==> config.mk <==
export PLATFORM = sky130hd
export DESIGN_NAME = dpram_sync_rw_flat
export DESIGN_NICKNAME = d
export VERILOG_FILES = /design/src/rtl/dpram_pkg.sv /design/src/rtl/dpram_sync_rw_if.sv /design/src/rtl/dpram_mem_array.sv /design/src/rtl/dpram_sync_rw.sv /design/src/flat_wrapper.sv
export SDC_FILE = /design/constraint.sdc
export NUM_CORES = 2
export LEC_CHECK = 0
export ABC_AREA = 1
export BUFFER_PORTS_ARGS = -buffer_cell sky130_fd_sc_hd__buf_2
export CAP_MARGIN = 20
export CORE_ASPECT_RATIO = 1.5
export CORE_MARGIN = 1.5
export CORE_UTILIZATION = 30
export CTS_CLUSTER_DIAMETER = 30
export CTS_CLUSTER_SIZE = 20
export DETAILED_ROUTE_END_ITERATION = 10
export GPL_TIMING_DRIVEN = 0
export PLACE_DENSITY = 0.48
export SYNTH_ARGS = -nofsm -noshare
export SYNTH_HDL_FRONTEND = slang
export SYNTH_SLANG_ARGS = --single-unit
==> constraint.sdc <==
create_clock -name clk -period 2.3 [get_ports clk]
set_clock_uncertainty 0.05 [all_clocks]
set_input_delay 0.23 -clock clk [delete_from_list [all_inputs] [get_ports clk]]
set_output_delay 0.23 -clock clk [all_outputs]
set_load 0.05 [all_outputs]
==> src/rtl/dpram_pkg.sv <==
// Shared constants for the generic two-port synchronous RAM.
// Imported by the interface, the storage array and the top level.
package dpram_pkg;

  localparam int DPRAM_DEF_AW = 8;
  localparam int DPRAM_DEF_DW = 8;

  localparam int unsigned DPRAM_RD_RST = '0;

  function automatic logic addr_hit(
    input logic [31:0] a,
    input logic [31:0] b
  );
    return a == b;
  endfunction

endpackage

==> src/rtl/dpram_sync_rw_if.sv <==
// Port bundle of the two-port RAM: one write port, one read port.
// The master drives addresses and data, the slave returns rd_data.
interface dpram_sync_rw_if
  import dpram_pkg::*;
#(
  parameter int AW = DPRAM_DEF_AW,
  parameter int DW = DPRAM_DEF_DW
);

  logic          rd_en;
  logic [AW-1:0] rd_addr;
  logic          oe;
  logic [DW-1:0] rd_data;
  logic          wr_en;
  logic          wr;
  logic [AW-1:0] wr_addr;
  logic [DW-1:0] wr_data;

  modport master (
    output rd_en,
    output rd_addr,
    output oe,
    input  rd_data,
    output wr_en,
    output wr,
    output wr_addr,
    output wr_data
  );

  modport slave (
    input  rd_en,
    input  rd_addr,
    input  oe,
    output rd_data,
    input  wr_en,
    input  wr,
    input  wr_addr,
    input  wr_data
  );

endinterface

==> src/rtl/dpram_mem_array.sv <==
// Bare 2**AW x DW storage: clocked write port, asynchronous read tap.
// Kept separate so a vendor macro can replace it.
module dpram_mem_array
  import dpram_pkg::*;
#(
  parameter int AW = DPRAM_DEF_AW,
  parameter int DW = DPRAM_DEF_DW
) (
  input  logic          clk,
  input  logic          we,
  input  logic [AW-1:0] waddr,
  input  logic [DW-1:0] wdata,
  input  logic [AW-1:0] raddr,
  output logic [DW-1:0] rdata
);

  localparam int DEPTH = 2 ** AW;

  logic [DW-1:0] mem [DEPTH];

  always_ff @(posedge clk) begin
    if (we) begin
      mem[waddr] <= wdata;
    end
  end

  assign rdata = mem[raddr];

endmodule

==> src/rtl/dpram_sync_rw.sv <==
// Two-port synchronous RAM with registered read data and oe gating.
// DPRAM_WR_BYPASS_EN: same-cycle same-address write-to-read forwarding.
module dpram_sync_rw
  import dpram_pkg::*;
#(
  parameter int AW = DPRAM_DEF_AW,
  parameter int DW = DPRAM_DEF_DW
) (
  input logic            clk,
  input logic            rst,
  dpram_sync_rw_if.slave bus
);

  logic          we;
  logic [DW-1:0] mem_q;
  logic [DW-1:0] rd_next;
  logic [DW-1:0] rd_q;

  assign we = bus.wr_en & bus.wr;

  dpram_mem_array #(
    .AW (AW),
    .DW (DW)
  ) u_mem (
    .clk   (clk),
    .we    (we),
    .waddr (bus.wr_addr),
    .wdata (bus.wr_data),
    .raddr (bus.rd_addr),
    .rdata (mem_q)
  );

`ifdef DPRAM_WR_BYPASS_EN
  logic hit;

  assign hit = we & addr_hit(32'(bus.rd_addr),
                             32'(bus.wr_addr));

  always_comb begin
    rd_next = mem_q;
    if (hit) begin
      rd_next = bus.wr_data;
    end
  end
`else
  // Read-first: the array tap still shows pre-write contents.
  always_comb begin
    rd_next = mem_q;
  end
`endif

  always_ff @(posedge clk) begin
    if (rst) begin
      rd_q <= DW'(DPRAM_RD_RST);
    end else if (bus.rd_en) begin
      rd_q <= rd_next;
    end
  end

  assign bus.rd_data = bus.oe ? rd_q : '0;

endmodule

==> src/flat_wrapper.sv <==
// flat-port wrapper written by rule: the top's interface ports become plain ports
module dpram_sync_rw_flat import dpram_pkg::*;
#(
  parameter int AW = DPRAM_DEF_AW,
  parameter int DW = DPRAM_DEF_DW
)
  (clk, rst, bus_rd_en, bus_rd_addr, bus_oe, bus_rd_data, bus_wr_en, bus_wr, bus_wr_addr, bus_wr_data);
  dpram_sync_rw_if #(.AW(AW), .DW(DW)) bus_i ();
  input logic clk;
  input logic rst;
  input wire logic [$bits(bus_i.rd_en)-1:0] bus_rd_en;
  input wire logic [$bits(bus_i.rd_addr)-1:0] bus_rd_addr;
  input wire logic [$bits(bus_i.oe)-1:0] bus_oe;
  output wire logic [$bits(bus_i.rd_data)-1:0] bus_rd_data;
  input wire logic [$bits(bus_i.wr_en)-1:0] bus_wr_en;
  input wire logic [$bits(bus_i.wr)-1:0] bus_wr;
  input wire logic [$bits(bus_i.wr_addr)-1:0] bus_wr_addr;
  input wire logic [$bits(bus_i.wr_data)-1:0] bus_wr_data;
  assign bus_i.rd_en = bus_rd_en;
  assign bus_i.rd_addr = bus_rd_addr;
  assign bus_i.oe = bus_oe;
  assign bus_rd_data = bus_i.rd_data;
  assign bus_i.wr_en = bus_wr_en;
  assign bus_i.wr = bus_wr;
  assign bus_i.wr_addr = bus_wr_addr;
  assign bus_i.wr_data = bus_wr_data;
  dpram_sync_rw #(.AW(AW), .DW(DW)) u_core (.clk(clk), .rst(rst), .bus(bus_i));
endmodule
==> key figures <==
STA
  • Final hold viol count: 0
  • Actual slew at the worst max-slew pin: 1.181 ns
  • Fmax: 398.7 MHz
  • RSZ-0062 raised after global routing: true
  • Hold slack final: 0.1719 ns
  • Final setup viols: 157
  • Fin worst setup slack: -0.2079 ns
  • Final setup TNS: -12.24 ns
  • Relative slew slack: 0.2095
  • Period utilisation layout: 1.090
  • Minimum clock period: 2.508 ns
  • Pins Over Slew Limit: 0

GRT
  • Initial antenna violation count: 20
  • GR Overflow Total: 0
  • First-pass GRT wire length: 504600 um
  • Vias in the first global route: 58270
  • GRT Overall Usage: 0.2648
  • Largest net degree at the start of global routing: 121

Synthesis
  • Post-synthesis sequential area ratio: 0.7375
  • Number of synthesis warnings: 0
  • Synthesized flop and latch total: 2056
  • Avg Cell Area, Syn: 11.85 sq um
  • Yosys top cell by area: edfxtp_1
  • Synth top area share: 0.7356
  • Unique masters post-synth: 13
  • Most instantiated library cell after synthesis: nand2_1
  • Commonest cells in the netlist: nand2_1 (2132), edfxtp_1 (2048), nand3_1 (2027)
  • Cells after synthesis: 7057
  • Total nets after synthesis: 7087
  • Post-synthesis cell area: 83610 sq um
  • EDFF count, synth: 2048
  • Ys async rst share: 0
  • Dominant synthesized flop cell: edfxtp_1
  • Synth top area cells: edfxtp_1 (74%), nand3_1 (12%), nand2_1 (9.6%)

CTS
  • CTS Root Cell: clkbuf_16
  • CTS tree: done
  • H-tree depth: 5
  • Post-CTS Setup Bufs: 0
  • Clk sink count: 2056
  • Worst-Skew Late Latency: 0.92 ns
  • Cts bufs inserted: 343
  • Clock Path Buffers: 4
  • Clock-pin slew on the worst setup and hold paths: 0.06 ns

Status
  • Failing checks: negative setup slack
  • Run status: finished with violations

Detailed routing
  • Drt via density: 5.276
  • DRC: 0
  • DR vias: 60820
  • Post-DRT Antenna Nets: 0
  • Routed WL per cell: 33.12 um
  • Initial drt markers: 7056
  • WL final: 381900 um
  • First drt pass iteration count: 8

Flow run
  • MaxCap Viol Count: 0

Power and ir drop
  • Pwr per Cell Area: 981.4 nW/um^2
  • Leakage power: 36.30 nW
  • Maximum vdd drop: 0.5841 mV
  • Design Power: 101.2 mW

Setup path
  • Worst r2r src: u_core.u_mem.mem[159][7]$_DFFE_PP_
  • Critical path, cell by cell: buf_2 > inv_1 > nor2_1 > nand2_1 > clkbuf_1 > nor2_2
  • Cell depth of the worst flop-to-flop path: 12
  • Crit Reg-Reg Endpoint: u_core.rd_q[7]$_SDFFE_PP0P_
  • CP max stage cell: nor2_2
  • R2R setup slack: -0.02 ns
  • Crit end category: register
  • CP Max Fanout: 10
  • Worst path arrival time: 2.96 ns
  • Slowest stage delay, CP: 0.70 ns
  • Kind of critical path: input port to register
  • Critical Path RT: 2.75 ns
  • Worst setup SP type: input port

Worst hold path
  • Hold Crit Class: input port to register
  • WHS Path Cells: 5
  • Worst hold endpoint: u_core.u_mem.mem[176][0]$_DFFE_PP_
  • Hold_sp: bus_wr_addr[4]

Layout
  • Non-Filler Instances: 11530
  • Final Cell Area: 103100 sq um
  • Final nets: 7561
  • Fillers: 26880
  • Share of cells above drive strength 1: 0.1636
  • Synth-to-layout area growth: 23.38%

Floorplan
  • Die Y: 649.6 um
  • Core area: 277600 sq um
  • Row count: 237
  • Total Die Area: 281900 sq um
  • Die Wd: 434.0 um
  • Initial Util: 0.3012
  • Ports: 38

Place
  • Placed Cells incl. Taps: 10870
  • Placed inst area: 89840 sq um
  • Post-DP HPWL: 272300 um
  • Final Wtd Congestion: 0.9731
  • I/O Buffers: 28
==> worst max-delay path: cells and delay by family <==
family	cells	cell delay [ns]
buf+inv	3	0.90
simple gates	3	1.79
==> layer usage <==
layer  vias up  GRT usage  routed length (um)
li1      26130          -                   -
met1     30550     0.2851              131200
met2      3156     0.4543              189600
met3       979    0.04643               25600
met4        12     0.2130               35350
met5         -          0                  82
==> cells by family (layout without fill, tap and decap cells) <==
family	count (synthesis)	count (layout)	share of synthesized area
other	0	11	0
buffers and inverters	543	1299	0.03201
flip-flops	2056	2056	0.7375
AND/OR/NAND/NOR	4458	4458	0.2305
==> final cells by class <==
class / instances / area [sq um] / share of cell area
Sequential cell: 2056 / 61660 / 0.5978
Buffer: 487 / 2810 / 0.02724
Timing Repair Buffer: 129 / 1742 / 0.01689
Inverter: 56 / 215.2 / 0.002086
Tap cell: 3704 / 4634 / 0.04493
Clock buffer: 372 / 8777 / 0.08509
Antenna cell: 11 / 27.53 / 0.0002669
Multi-Input combinational cell: 4458 / 20170 / 0.1956
Clock inverter: 255 / 3112 / 0.03017
==> registers in the layout, indices dropped and copies added (netlist names) <==
name / cells
u_core.rd_q: 8
u_core.u_mem.mem: 2048
==> cell usage in the layout (no fill, tap or decap), types with 49 or more instances in the layout <==
cell	count
buf_4	127
bufinv_16	49
clkbuf_1	93
nand2_1	2132
inv_1	53
nor2_1	155
buf_2	219
edfxtp_1	2048
nand3_1	1977
nor2_2	101
clkbuf_16	347
==> metrics by stage <==
step,util,setup WS [ns]
after CTS,0.3700,-0.3074
after floorplan,-,0.4315
after global placement,0.3184,-3.517
after detailed placement,0.3237,-1.691
after global routing,0.3715,-0.1433
final,0.3716,-0.2079
==> report_power, final <==
part | internal, mW | switching [mW]
combinational | 1.38 | 5.27
sequential | 41.3 | 0.0166
clock | 33.6 | 19.7
total | 76.3 | 25.0
==> what timing repair did <==
| action | 4_1_cts | 5_1_grt |
|---|---|---|
| hold endpoints to repair | 537 | 0 |
| endpoints found under the setup margin | 982 | 550 |
| hold buffers | 13 | 0 |
| gates resized for setup | 281 | 119 |
==> worst max path at each step <==
stage                     slack (ns)  cells after the start                                  to            from
final                          -0.21                      6  u_core.u_mem.mem[110][7]$_DFFE_PP_  bus_wr_addr[5]
after global placement         -3.52                      1   u_core.u_mem.mem[86][4]$_DFFE_PP_  bus_wr_data[4]
after global routing           -0.14                      6  u_core.u_mem.mem[231][6]$_DFFE_PP_  bus_wr_addr[5]
after floorplan                 0.43                      6  u_core.u_mem.mem[198][0]$_DFFE_PP_       bus_wr_en
after CTS                      -0.31                      7  u_core.u_mem.mem[212][4]$_DFFE_PP_       bus_wr_en
after detailed placement       -1.69                     14         u_core.rd_q[5]$_SDFFE_PP0P_  bus_rd_addr[1]
(Power assumes the default switching activity.)
